===== src/rtl/cu_int_capture.sv =====
// rtl/cu_int_capture.sv - multi-channel interrupt capture with edge/level latching, I-flag masking and priority select
// Optional build macro: CU_INT_HOLDOFF_EN (post-service request suppression counter)
module cu_int_capture #(
    parameter int             NCH         = 2,
    parameter logic [NCH-1:0] EDGE_MODE   = NCH'(2'b01),
    parameter logic [NCH-1:0] NMASK       = NCH'(2'b01),
    parameter int             SYNC_STAGES = 2,
    parameter int             HOLDOFF_CYC = 2,
    localparam int            IDW         = (NCH > 1) ? $clog2(NCH) : 1
) (
    input  logic           clk,
    input  logic           rst,
    input  logic [NCH-1:0] b_int,
    input  logic           i_flg,
    input  logic           sd_vld,
    input  logic [IDW-1:0] sd_id,
    output logic [NCH-1:0] int_flg,
    output logic           req,
    output logic [IDW-1:0] req_id
);

    logic [NCH-1:0]     sync_q [SYNC_STAGES];
    logic [NCH-1:0]     s;
    logic [NCH-1:0]     p;
    logic [NCH-1:0]     fall;
    logic [NCH-1:0]     sd_hit;
    logic [NCH-1:0]     pend;
    logic [NCH-1:0]     pend_nxt;
    logic [NCH-1:0]     elig;
    logic [SYNC_STAGES:0] warm;
    logic [IDW-1:0]     top_id;
    logic               any_elig;
    logic               hold_block;
    logic               req_q;
    logic [IDW-1:0]     req_id_q;

    // Synchroniser and previous-sample flops reset high so reset release never looks like an edge.
    always_ff @(posedge clk) begin
        if (rst) begin
            for (int j = 0; j < SYNC_STAGES; j++) begin
                sync_q[j] <= '1;
            end
            p    <= '1;
            warm <= '0;
        end else begin
            sync_q[0] <= b_int;
            for (int j = 1; j < SYNC_STAGES; j++) begin
                sync_q[j] <= sync_q[j-1];
            end
            p    <= s;
            warm <= {warm[SYNC_STAGES-1:0], 1'b1};
        end
    end

    assign s = sync_q[SYNC_STAGES-1];

    // Edges are only trusted once both s and p hold real post-reset samples; a line held low
    // across reset therefore is not re-captured.
    assign fall = p & ~s & {NCH{warm[SYNC_STAGES]}};

    always_comb begin
        sd_hit = '0;
        for (int i = 0; i < NCH; i++) begin
            sd_hit[i] = sd_vld && (sd_id == IDW'(i));
        end
    end

    // Set has priority over service-done clear so a fresh edge is never lost.
    always_comb begin
        pend_nxt = '0;
        for (int i = 0; i < NCH; i++) begin
            if (EDGE_MODE[i]) begin
                pend_nxt[i] = fall[i] | (pend[i] & ~sd_hit[i]);
            end else begin
                pend_nxt[i] = ~s[i];
            end
        end
    end

    always_ff @(posedge clk) begin
        if (rst) begin
            pend <= '0;
        end else begin
            pend <= pend_nxt;
        end
    end

    assign elig     = pend & (NMASK | {NCH{~i_flg}});
    assign any_elig = |elig;

    always_comb begin
        top_id = '0;
        for (int i = NCH - 1; i >= 0; i--) begin
            if (elig[i]) begin
                top_id = IDW'(i);
            end
        end
    end

`ifdef CU_INT_HOLDOFF_EN
    localparam int HW = $clog2(HOLDOFF_CYC + 1);

    logic [HW-1:0] hold_cnt;
    logic [HW-1:0] hold_nxt;
    logic          sd_accept;

    assign sd_accept = |(sd_hit & pend);

    always_comb begin
        hold_nxt = hold_cnt;
        if (sd_accept) begin
            hold_nxt = HW'(HOLDOFF_CYC);
        end else if (hold_cnt != '0) begin
            hold_nxt = hold_cnt - HW'(1);
        end
    end

    always_ff @(posedge clk) begin
        if (rst) begin
            hold_cnt <= '0;
        end else begin
            hold_cnt <= hold_nxt;
        end
    end

    // Request is held off exactly while the counter register is non-zero.
    assign hold_block = (hold_nxt != '0);
`else
    assign hold_block = 1'b0;
`endif

    always_ff @(posedge clk) begin
        if (rst) begin
            req_q    <= 1'b0;
            req_id_q <= '0;
        end else begin
            req_q    <= any_elig & ~hold_block;
            req_id_q <= (any_elig & ~hold_block) ? top_id : '0;
        end
    end

    assign int_flg = pend;
    assign req     = req_q;
    assign req_id  = req_id_q;

endmodule


===== config.mk =====
export PLATFORM = sky130hd
export DESIGN_NAME = cu_int_capture
export DESIGN_NICKNAME = d
export VERILOG_FILES = /design/src/rtl/cu_int_capture.sv
export SDC_FILE = /design/constraint.sdc
export NUM_CORES = 1
export LEC_CHECK = 0
export ABC_CLOCK_PERIOD_IN_PS = 950
export CORE_AREA = 2 2 39 41
export DETAILED_ROUTE_END_ITERATION = 6
export DIE_AREA = 0 0 41 43
export PLACE_DENSITY = 0.59
export SYNTH_ARGS = -nofsm -noshare
export SYNTH_HDL_FRONTEND = slang
export SYNTH_SLANG_ARGS = --single-unit

===== constraint.sdc =====
create_clock -name clk -period 0.95 [get_ports clk]
set_input_delay 0.19 -clock clk [delete_from_list [all_inputs] [get_ports clk]]
set_output_delay 0.19 -clock clk [all_outputs]
set_load 0.02 [all_outputs]

==> reports/results.ini <==
[clock_network]
htree_num_levels = 1
postCtsHoldBufs = 0
cts_sinks = 12
cts_setup_buffers = 0
cts_tree = yes
cts_buffer_depth = 2
clk_latency_ns = 0.26
cts_buffers = 3
cts-root-buf = clkbuf_4
clk_pin_slew_ns = 0.06

[final_layout]
syn_to_final_growth_pct = 36.05
diodes = 0
fin_nets = 52
drive_above_1_share = 0.2791
fill_cells = 148

[global_route]
grt_pass1_wl_um = 752
grt.overflow.total = 0
grtUsageTotal = 0.06869
grt_max_degree = 10
grt_pass1_vias = 207
antenna_found_initial = 0

[worst_hold_path]
hold_start = rst
whs_path_depth = 2
hold_end = warm[0]
hold_path_class = in2reg

[placed_design]
io_buffers = 10
pre_cts_slack_ns = -0.3094
dpl.hpwl_um = 343.5
place.gp.congestion = 0.5680

[routing]
highest_layer = met3
final_antenna_net_count = 0
drt-met1-wl_um = 204
wirelength_um = 460
vias = 220
drt_iter0_drc = 0
drc = 0
wl_met2_um = 194
routedWlPerCell_um = 7.797
wl_met3_um = 60
firstDrtPassIters = 1
viasPerCell = 3.729

[sta]
setup_violations = 0
period_share = 0.9521
rsz0062_at_grt = false
final.setup.tns_ns = 0
max_freq_ghz = 1.106
post-route-worst-setup-slack_ns = 0.04551
hold_ws_ns = 0.3401
worst_pin_slew_ns = 0.2343
timing.slew.headroom = 0.8438
hold_viol_final = 0
slew_violations = 0
skew_ns = 0.001884
fin_crit_ns = 0.9045

[synth]
synth-compound-area-share = 0.08844
yosys.area.top_type_share = 0.6531
synth_area_leaders = dfxtp_1, or2_1, o32ai_4
synthMuxAreaShare = 0
yosys.cell_types.count = 12
syn_area_per_cell_sq_um = 12.26
synth_xor_area_frac = 0
ys_seq_elements = 12
ys_warn_count = 0
synth_simple_gate_area_frac = 0.1871
yosysTopAreaCell = dfxtp_1
netlist_area_sq_um = 367.9
synth-seq-area-share = 0.6531
syn_nets = 37
synth_cells = 30
synth_adder_area_share = 0
synth_top_family_by_area = simple AND/OR/NAND/NOR gates

[floorplan]
core_area_sq_um = 1384
fp-row-count = 14
die_w_um = 41
die_height_um = 43
die_area_sq_um = 1763
start_util = 0.2658
io_pins = 11

[pwr]
ir_worst_vdd_mv = 0.8466
total_power_uw = 868.6
power.leakage_uw = 0.0002008
p_per_area_nw_per_um2 = 1736

[worst_setup_path]
rrSetupSlack_ns = 0.12
path_cells = buf_2
reg2reg_from = int_flg[0]
arrival_ns = 0.71
cp_slowest_cell = dfxtp_1
crit_buf_inv = 1
crit_fanout = 1
cp-start-kind = flip-flop
rr_worst_depth = 3
slowest_delay_ns = 0.30
crit_family = flip-flops
required_ns = 0.76
reg2reg_to = int_flg[0]
critical_path_class = reg2out
worst_setup_path_end_kind = output pin

[status]
outcome = complete, no violations

[run]
cap_violations = 0

## how the worst max path moves through the flow
stage          cells after the start        from          to  slack, ns
6_report                           1         req         req       0.05
5_1_grt                            1         req         req      0.003
4_1_cts                            1  int_flg[0]  int_flg[0]       0.01
3_5_place_dp                       3         rst  int_flg[0]      -0.31
3_3_place_gp                       3         rst  int_flg[0]      -0.29
2_1_floorplan                      2  int_flg[0]  int_flg[0]       0.23
## cells by family (layout without fill, tap and decap cells)
family | after synthesis | after routing
simple gates | 12 | 12
buf+inv | 4 | 17
compound gates | 2 | 2
flops | 12 | 12
## final cells by class
type | instances | area (sq um) | share of cell area
well taps | 16 | 20.02 | 0.04000
multi-input cells | 14 | 101.3 | 0.2025
clock buffers | 3 | 22.52 | 0.04500
flip-flops and latches | 12 | 242.7 | 0.4850
inverters | 2 | 7.507 | 0.01500
repair buffers | 12 | 106.4 | 0.2125
## sequential cells by signal (all words and copies together) (netlist names)
signal,count
req,1
sync_q,4
p,1
req_id,1
int_flg,2
warm,3
## repair_timing
| item | CTS | global route |
|---|---|---|
| cloned | 0 | 0 |
| endpoints found under the setup margin | 5 | 2 |
| resized for setup | 19 | 4 |
## through the flow
step,util,instances,cell area [sq um]
after CTS,0.3544,59,490.5
after global routing,0.3617,59,500.5
after global placement,0.3499,56,484.2
after floorplan,-,30,367.9
final,0.3617,59,500.5
after detailed placement,0.3499,56,484.2
## per-layer routing
| layer | vias to the layer above | global-route usage |
|---|---|---|
| met5 | - | 0 |
| met4 | 0 | 0.06000 |
| met3 | 0 | 0.04712 |
| met2 | 11 | 0.08125 |
| met1 | 92 | 0.07869 |
| li1 | 117 | - |
## synth_stat cells
cell type   n
nand2_1     1
nand2b_1    1
or2_1       5
o32ai_4     1
buf_4       1
a21oi_1     1
inv_1       2
nor2_1      1
buf_6       1
nor2b_1     3
dfxtp_1    12
nor3_1      1
## placed cells by master, fill, tap and decap left out
master and count:
inv_1 2, buf_2 2, nand2b_1 1, nor2_1 1
buf_6 2, nor2b_1 3, a21oi_1 1, clkbuf_4 3
dfxtp_2 2, dfxtp_1 10, dlygate4sd2_1 1, nor3_1 1
clkdlybuf4s50_1 5, buf_4 2, o32ai_4 1, or2_1 5
nand2_1 1
## power by group
part / leakage [uW] / switching, uW / internal [uW]
Combinational: 0.0000873 / 21.3 / 37.1
Clock: 0.0000138 / 139 / 146
Sequential: 0.0000997 / 3.98 / 521
## worst reg2reg max path, cell delays in order (launching register included)
cell and delay [ns]:
dfxtp_2 0.33, buf_4 0.10, inv_1 0.06, o32ai_4 0.25
No activity file was read; power rests on OpenSTA's default activity.
